`src/rtl/dcnn_pkg.sv`:
```
// dcnn_pkg: shared defaults, FSM state and lane types for the DCNN datapath
package dcnn_pkg;
  localparam int N_LANE_DEF = 4;
  localparam int IN_W_DEF = 4;
  localparam int ACC_W_DEF = 12;
  localparam int N_TILE_DEF = 4;
  typedef enum logic [1:0] {IDLE, ACC, THR, OUT} acc_state_t;
  typedef logic signed [IN_W_DEF-1:0] lane_in_t;
  typedef logic signed [ACC_W_DEF-1:0] lane_acc_t;
endpackage

```
`src/rtl/mvm_sat_add.sv`:
```
// mvm_sat_add: sign-extend one lane result and add it to its accumulator with saturation
module mvm_sat_add
  import dcnn_pkg::*;
#(
  parameter int IN_W = IN_W_DEF,
  parameter int ACC_W = ACC_W_DEF
) (
  input  logic signed [ACC_W-1:0] i_acc,
  input  logic signed [IN_W-1:0]  i_x,
  output logic signed [ACC_W-1:0] o_sum,
  output logic                    o_sat
);
  logic signed [ACC_W:0] sum;
  always_comb begin
    sum = {i_acc[ACC_W-1], i_acc} + {{(ACC_W+1-IN_W){i_x[IN_W-1]}}, i_x};
    o_sat = sum[ACC_W] ^ sum[ACC_W-1];
    // on overflow the extra sign bit tells which rail to clamp to
    o_sum = o_sat ? {sum[ACC_W], {(ACC_W-1){~sum[ACC_W]}}} : sum[ACC_W-1:0];
  end
endmodule

```
`src/rtl/mvm_acc_bin.sv`:
```
// mvm_acc_bin: accumulate N_TILE MVM tile results per lane, threshold them and hand off a binary vector
module mvm_acc_bin
  import dcnn_pkg::*;
#(
  parameter int N_LANE = N_LANE_DEF,
  parameter int IN_W = IN_W_DEF,
  parameter int ACC_W = ACC_W_DEF,
  parameter int N_TILE = N_TILE_DEF
) (
  input  logic                      i_clk_acc,
  input  logic                      i_rst_acc,
  input  logic                      i_start_acc,
  input  logic                      i_ismvm,
  input  logic [N_LANE*IN_W-1:0]    i_wx_result,
  input  logic [N_LANE*ACC_W-1:0]   i_thresh,
  input  logic                      i_ready,
  output logic                      o_valid,
  output logic [N_LANE-1:0]         o_bin,
  output logic [N_LANE*ACC_W-1:0]   o_acc,
  output logic                      o_busy,
  output logic                      o_ovf
);
  localparam int CW = $clog2(N_TILE + 1);
  acc_state_t state_q, state_d;
  logic ismvm_q, cap, clr, add;
  logic [CW-1:0] tile_q, tile_d;
  logic signed [ACC_W-1:0] acc_q [N_LANE];
  logic signed [ACC_W-1:0] acc_d [N_LANE];
  logic signed [ACC_W-1:0] sum [N_LANE];
  logic [N_LANE-1:0] sat, bin_q, bin_d;
  logic [N_LANE*ACC_W-1:0] acco_q, acco_d;
  logic ovf_q, ovf_d;
  for (genvar k = 0; k < N_LANE; k++) begin : g_lane
    mvm_sat_add #(.IN_W(IN_W), .ACC_W(ACC_W)) u_add (
      .i_acc(acc_q[k]),
      .i_x(i_wx_result[k*IN_W +: IN_W]),
      .o_sum(sum[k]),
      .o_sat(sat[k])
    );
  end
  always_comb begin
    cap = ismvm_q & ~i_ismvm;
    clr = i_start_acc & ((state_q == IDLE) | (state_q == ACC));
    // a restart in ACC takes priority over a coincident capture
    add = cap & (state_q == ACC) & ~i_start_acc;
    ovf_d = ovf_q | (cap & (state_q != ACC)) | (add & (|sat));
    tile_d = clr ? '0 : add ? tile_q + CW'(1) : tile_q;
    bin_d = bin_q;
    acco_d = acco_q;
    for (int k = 0; k < N_LANE; k++) begin
      acc_d[k] = clr ? '0 : add ? sum[k] : acc_q[k];
      bin_d[k] = (state_q == THR) ? (acc_q[k] >= $signed(i_thresh[k*ACC_W +: ACC_W])) : bin_q[k];
      acco_d[k*ACC_W +: ACC_W] = (state_q == THR) ? acc_q[k] : acco_q[k*ACC_W +: ACC_W];
    end
    state_d = clr ? ACC :
              (add && tile_q == CW'(N_TILE - 1)) ? THR :
              (state_q == THR) ? OUT :
              (state_q == OUT && i_ready) ? IDLE : state_q;
  end
  always_ff @(posedge i_clk_acc or posedge i_rst_acc) begin
    if (i_rst_acc) begin
      state_q <= IDLE;
      ismvm_q <= 1'b0;
      tile_q <= '0;
      acc_q <= '{default: '0};
      bin_q <= '0;
      acco_q <= '0;
      ovf_q <= 1'b0;
    end else begin
      state_q <= state_d;
      ismvm_q <= i_ismvm;
      tile_q <= tile_d;
      acc_q <= acc_d;
      bin_q <= bin_d;
      acco_q <= acco_d;
      ovf_q <= ovf_d;
    end
  end
  always_comb begin
    o_valid = state_q == OUT;
    o_busy = (state_q == ACC) | (state_q == THR);
    o_bin = bin_q;
    o_acc = acco_q;
    o_ovf = ovf_q;
  end
endmodule

```
`config.mk`:
```
export PLATFORM = sky130hd
export DESIGN_NAME = mvm_acc_bin
export DESIGN_NICKNAME = d
export VERILOG_FILES = /design/src/rtl/dcnn_pkg.sv /design/src/rtl/mvm_sat_add.sv /design/src/rtl/mvm_acc_bin.sv
export SDC_FILE = /design/constraint.sdc
export NUM_CORES = 1
export LEC_CHECK = 0
export ABC_AREA = 1
export BUFFER_PORTS_ARGS = -buffer_cell sky130_fd_sc_hd__buf_2
export CAP_MARGIN = 20
export CORE_UTILIZATION = 45
export DETAILED_ROUTE_END_ITERATION = 8
export HOLD_SLACK_MARGIN = 0.02
export PLACE_DENSITY_LB_ADDON = 0.05
export SLEW_MARGIN = 20
export SYNTH_ARGS = -nofsm -noshare
export SYNTH_HDL_FRONTEND = slang
export SYNTH_SLANG_ARGS = --single-unit
```
`constraint.sdc`:
```
create_clock -name i_clk_acc -period 3.3 [get_ports i_clk_acc]
set_input_delay 0 -clock i_clk_acc [delete_from_list [all_inputs] [get_ports i_clk_acc]]
set_output_delay 0 -clock i_clk_acc [all_outputs]
set_load 0.02 [all_outputs]
```
Word level (Yosys, flattened, before mapping)
Index checks and enable logic that the tools add are counted.
{"block": "totals", "regBits": 107, "inputBits": 69, "out_inout_bits": 55, "wordCells": 68}
{"block": "classes", "n_addsub": 5, "order_cmp": 4, "n_eq_ne": 5, "muxes": 18, "bitwise_logic": 20, "reduce_logical": 6}
{"op": "$mux W12", "count": 12}
{"op": "$add A12 B4 Y13", "count": 4}
{"op": "$ge A12 B12 Y1", "count": 4}
{"op": "$mux W2", "count": 4}
{"op": "$and A1 B1 Y1", "count": 6}
{"op": "$mux W3", "count": 2}
{"op": "$not A1 Y1", "count": 6}
{"op": "$eq A2 B2 Y1 const B", "count": 2}
{"op": "$or A1 B1 Y1", "count": 4}
{"op": "$reduce_bool A4 Y1", "count": 1}
{"op": "$reduce_or A4 Y1", "count": 1}
{"op": "$xor A1 B1 Y1", "count": 4}
{"op": "$add A3 B1 Y3 const B", "count": 1}
{"op": "$eq A3 B2 Y1 const B", "count": 1}
{"op": "$eq A2 B1 Y1 const B", "count": 1}
{"op": "$logic_and A1 B1 Y1", "count": 2}
{"op": "$logic_not A2 Y1", "count": 1}
{"op": "$ne A2 B1 Y1 const B", "count": 1}
{"op": "$reduce_bool A2 Y1", "count": 1}

Logic depth before layout (Yosys ltp)
{"block": "logic_depth", "ltp_word": 7, "ltp_mapped": 16, "mapped_depth_nobuf": 16}

Hierarchy
A second synthesis with hierarchy kept.
{"block": "hier_totals", "hier_cells": 1258, "hier_area_um2": 8755.9}
{"module": "mvm_acc_bin", "n_inst": 1, "cells_per_inst": 684, "area_per_inst_um2": 5615.4, "seq_area_each_um2": 2677.6}
{"module": "mvm_sat_add (g_lane[0].u_add ...)", "n_inst": 2, "cells_per_inst": 144, "area_per_inst_um2": 800.8, "seq_area_each_um2": 0.0}
{"module": "mvm_sat_add (g_lane[2].u_add ...)", "n_inst": 2, "cells_per_inst": 143, "area_per_inst_um2": 769.5, "seq_area_each_um2": 0.0}

Worst setup path after synthesis
No wires, ideal clock.
{"block": "synth_timing", "path_kind": "register -> register", "from": "register acc_q[24] (netlist name)", "to": "register acc_q[30] (netlist name)", "setup_time_ns": 0.123, "t_arrival_ns": 1.865, "required_ns": 3.177, "slack_ns": 1.312, "path_stages_with_launch": 14, "n_path_buf": 1, "synth_period_minus_slack_ns": 1.988, "cell_sequence": "dfrtp_1 > ha_1 > fa_1 > nand3_1 > nand2_1 > nand3_1 > nand3_1 > nand2_1 > nand2_1 > nand2_1 > nand2_2 > buf_6 > o21ai_0 > nand2_1"}
{"block": "synth_between", "elab_chain_cells": 5, "word_cells_on_any_way": 6, "classes_between": "1 x add/sub; 3 x mux; 2 x bitwise"}
{"element": "from (decl)", "line_no": "mvm_acc_bin.sv:27", "source": "logic signed [ACC_W-1:0] acc_q [N_LANE];"}
{"element": "from (signal assigned)", "line_no": "mvm_acc_bin.sv:65", "source": "acc_q <= '{default: '0};"}
{"element": "from (signal assigned)", "line_no": "mvm_acc_bin.sv:73", "source": "acc_q <= acc_d;"}
{"element": "$add A12 B4 Y13 *", "line_no": "mvm_sat_add.sv:15", "source": "sum = {i_acc[ACC_W-1], i_acc} + {{(ACC_W+1-IN_W){i_x[IN_W-1]}}, i_x};"}
{"element": "$xor A1 B1 Y1 / $not A1 Y1 (equally long branches)", "line_no": "mvm_sat_add.sv:16, mvm_sat_add.sv:18"}
{"element": "$mux W12 *", "line_no": "mvm_sat_add.sv:18", "source": "o_sum = o_sat ? {sum[ACC_W], {(ACC_W-1){~sum[ACC_W]}}} : sum[ACC_W-1:0];"}
{"element": "$mux W12 * (2 in series)", "line_no": "mvm_acc_bin.sv:51", "source": "acc_d[k] = clr ? '0 : add ? sum[k] : acc_q[k];"}
Every way passes the cells marked *; elsewhere a longest branch is shown, timed or not. The select of a mux whose other input is x is not followed.
A chain may end at the register's enable or synchronous reset.

Worst setup path after layout
{"block": "layout_timing", "from": "register acc_q[0] (netlist name)", "to": "register acc_q[7] (netlist name)"}
Same word-level chain as after synthesis.

==> metrics.csv <==
stage,metric,value,unit
placed_design,hpwl,14300,um
yosys,synth.avg_cell_area,7.41,sq um
cts,clock_latency,0.36,ns
finish,areaGrowthSynthToFinish,16.0,%
yosys,synth_fp_nets,1222,
cts,cts_tree,built,
yosys,synth_xor_area_frac,0.0384,
cts,postCtsSetupBuffers,0,
cts,cts.sinks,107,
critical_path,timing.critical_path.mode_cell,nand2_1,
power_and_ir_drop,p_leak,5.26,nW
worst_hold_path,worstHoldPathCells,4,
critical_path,crit_fanout,12,
yosys,synth_top_family_by_area,simple AND/OR/NAND/NOR gates,
power_and_ir_drop,p_comb_frac,0.323,
yosys,synthTopCellsByArea,"dfrtp_1, nand2_1, ha_1, inv_1, a21oi_1",
cts,cts-hold-fix-buffers,6,
power_and_ir_drop,powerDensity,465,nW/um^2
timing,post-route-period-util,0.710,
die,die_area,17800,sq um
yosys,synth_area,7760,sq um
drt,wl_per_cell,13.4,um
yosys,synthDominantCellAreaShare,0.345,
drt,drtIter0Drc,296,
critical_path,crit_buf_inv,0,
drt,post-route-drc-count,0,
timing,worst_pin_slew,0.911,ns
yosys,syn_inst,1047,
placed_design,place_ws,0.993,ns
critical_path,path_cells,ha_1 -> fa_1 -> nand3_1 -> nand2_1 -> nand3_2 -> nand3_1 -> nand2_1 -> nand2_1 -> nand2_1 -> nand2_2 -> o21ai_1 -> o21ai_1,
power_and_ir_drop,irDropWorstVdd,0.292,mV
yosys,synth_cell_types,28,
timing,clock_skew,0.00720,ns
die,die_w,133,um
die,core,16700,sq um
timing,setup_viol,0,
timing,maxSlewViolCount,0,
power_and_ir_drop,clock_power_share,0.296,
die,rows,47,
yosys,synthFlopType,dfrtp_1,
power_and_ir_drop,seqPwrFrac,0.381,
critical_path,critPathLaunchType,register,
finish,layout.nets,1350,
timing,slew_headroom,0.392,
power_and_ir_drop,switching_share,0.356,
yosys,ys_ff_latch,107,
cts,cts_root_buf,clkbuf_16,
worst_hold_path,hp-class,input pin to register,
yosys,synth_commonest_cells,"nand2_1, inv_1, dfrtp_1",
yosys,ys_seq_area_frac,0.345,
critical_path,rrSetupSlack,0.96,ns
critical_path,critical-path-slowest-cell,fa_1,
timing,finalHoldWorstSlack,0.0317,ns
yosys,synth_top_area_cell,dfrtp_1,
critical_path,crit_family,simple AND/OR/NAND/NOR gates,
yosys,synthArstFlopShare,1.00,
global_routing,grtUsageMet2,0.366,
yosys,muxShareOfSynthArea,0,
yosys,yosys.area_share.simple,0.241,
drt,num_vias,6894,
global_routing,grt_use_met1,0.311,
timing,hold_viol,0,
global_routing,overflow,0,
finish,antenna_cells,0,
critical_path,critPathRequiredTime,3.51,ns
drt,vias_per_cell,4.93,
timing,layout_setup_ws,0.958,ns
drt,routed_wl,18800,um
global_routing,grt_pass1_wl,31700,um
global_routing,use_met3,0.0240,
global_routing,grtUsageTotal,0.223,
die,start_util,0.465,
critical_path,critical_path_depth,12,
yosys,synth_compound_area_frac,0.117,
power_and_ir_drop,power.internal,0.00269,W
global_routing,grt_max_degree,65,
drt,dr.pass1.iters,6,
timing,fin_crit,2.34,ns
outcome,outcome,"finished, final reports clean",
global_routing,grt_pass1_vias,6549,
timing,rsz0062_at_grt,no,
cts,cts-resized-gates,0,
critical_path,cp.arrival,2.55,ns
flow_run,maxCapViolations,0,
global_routing,grt.busiest_layer,met2,
timing,max_freq,0.427,GHz
critical_path,rr_worst_depth,12,
power_and_ir_drop,p_sw,0.00149,W
placed_design,portBuffers,123,
yosys,yosysMostFrequentCell,nand2_1,
cts,cts_max_level,3,
critical_path,worstSetupEndpointType,register,
yosys,synthAdderAreaFrac,0.175,
drt,ant_nets,0,
yosys,yosysWarnings,0,
cts,numCtsBuffers,9,
timing,fin_setup_tns,0,ns
placed_design,place.gp.congestion,0.887,
die,die_h,133,um
finish,layout-drive-gt1-share,0.142,
critical_path,crit_type,register to register,
die,io_pins,124,
cts,cts.clk_slew.worst_paths,0.07,ns
cts,cts_buffer_depth,2,
yosys,synth-edff-count,0,
critical_path,slowest_delay,0.42,ns
global_routing,antenna_found_initial,0,
-- cells in the final DEF, fill, tap and decap left out, types with 4 or more instances in the layout --
cell type	synthesis	final
nand2_1	355	355
inv_1	142	141
buf_2	0	123
dfrtp_1	107	107
ha_1	102	102
a21oi_1	53	53
o21ai_1	53	53
o21ai_0	49	49
nor2_1	39	39
nand3_1	34	34
xnor2_1	22	22
nand4_1	16	16
xor2_1	12	12
clkbuf_16	0	9
a31oi_1	8	8
buf_4	1	8
dlygate4sd3_1	0	6
nand2_2	5	5
nor3_1	4	4
o22ai_1	4	4
fa_1	4	4
-- power groups by stage --
stage | Clock, W | Combinational [W] | Sequential, W
after floorplan | 0 | 0.000934 | 0.00168
after global routing | 0.00131 | 0.00155 | 0.00162
after CTS | 0.00127 | 0.00136 | 0.00160
final | 0.00124 | 0.00135 | 0.00160
after global placement | 0 | 0.00134 | 0.00162
after detailed placement | 0 | 0.00135 | 0.00162
-- registers in the layout, summed over array words and instances, names as in the netlist --
| register | cells |
|---|---|
| o_ovf | 1 |
| o_bin | 4 |
| state_q | 2 |
| o_acc | 48 |
| acc_q | 48 |
| ismvm_q | 1 |
| tile_q | 3 |
-- tightest hold or removal path, stage by stage --
cell and delay [ns]:
buf_2 0.08, ha_1 0.13, o21ai_1 0.07, o21ai_1 0.07
-- final timing paths --
path	start	endpoint
min reg2reg	o_acc[33]$_DFFE_PP0N_	o_acc[33]$_DFFE_PP0N_
max in group asynchronous	i_rst_acc	acc_q[39]$_DFFE_PP0P_
min in group asynchronous	i_rst_acc	acc_q[0]$_DFFE_PP0P_
max	acc_q[0]$_DFFE_PP0P_	acc_q[7]$_DFFE_PP0P_
max reg2reg	acc_q[0]$_DFFE_PP0P_	acc_q[7]$_DFFE_PP0P_
min	i_wx_result[12]	acc_q[0]$_DFFE_PP0P_
-- metal layers --
metal	wire length, um	share of wire
met5	0	0
met4	230	0.012
met2	8590	0.46
met3	496	0.026
met1	9470	0.50
-- through the flow --
| stage | utilization | total power [W] | cell area, sq um | instances |
|---|---|---|---|---|
| after floorplan | - | 0.00261 | 7760 | 1047 |
| after global placement | 0.515 | 0.00297 | 8600 | 1378 |
| after detailed placement | 0.515 | 0.00298 | 8600 | 1378 |
| after CTS | 0.539 | 0.00423 | 9000 | 1399 |
| after global routing | 0.539 | 0.00447 | 9000 | 1399 |
| final | 0.539 | 0.00419 | 9000 | 1399 |
-- layout make-up --
cell class                      count  area (sq um)
Clock buffer                       12           267
Clock inverter                      3          68.8
Fill cell                        1698          7700
Inverter                          145           547
Multi-Input combinational cell    775          4430
Sequential cell                   107          2680
Tap cell                          220           275
Timing Repair Buffer              137           736
-- cells by family after synthesis --
kind of cell / after synthesis
AOI/OAI and AO/OA: 173
xor gates and xnor gates: 34
adders and majority gates: 106
buffers and inverters: 165
DFF: 107
and+or+nand+nor: 462
Note: power is estimated with default switching activity, not from simulation.
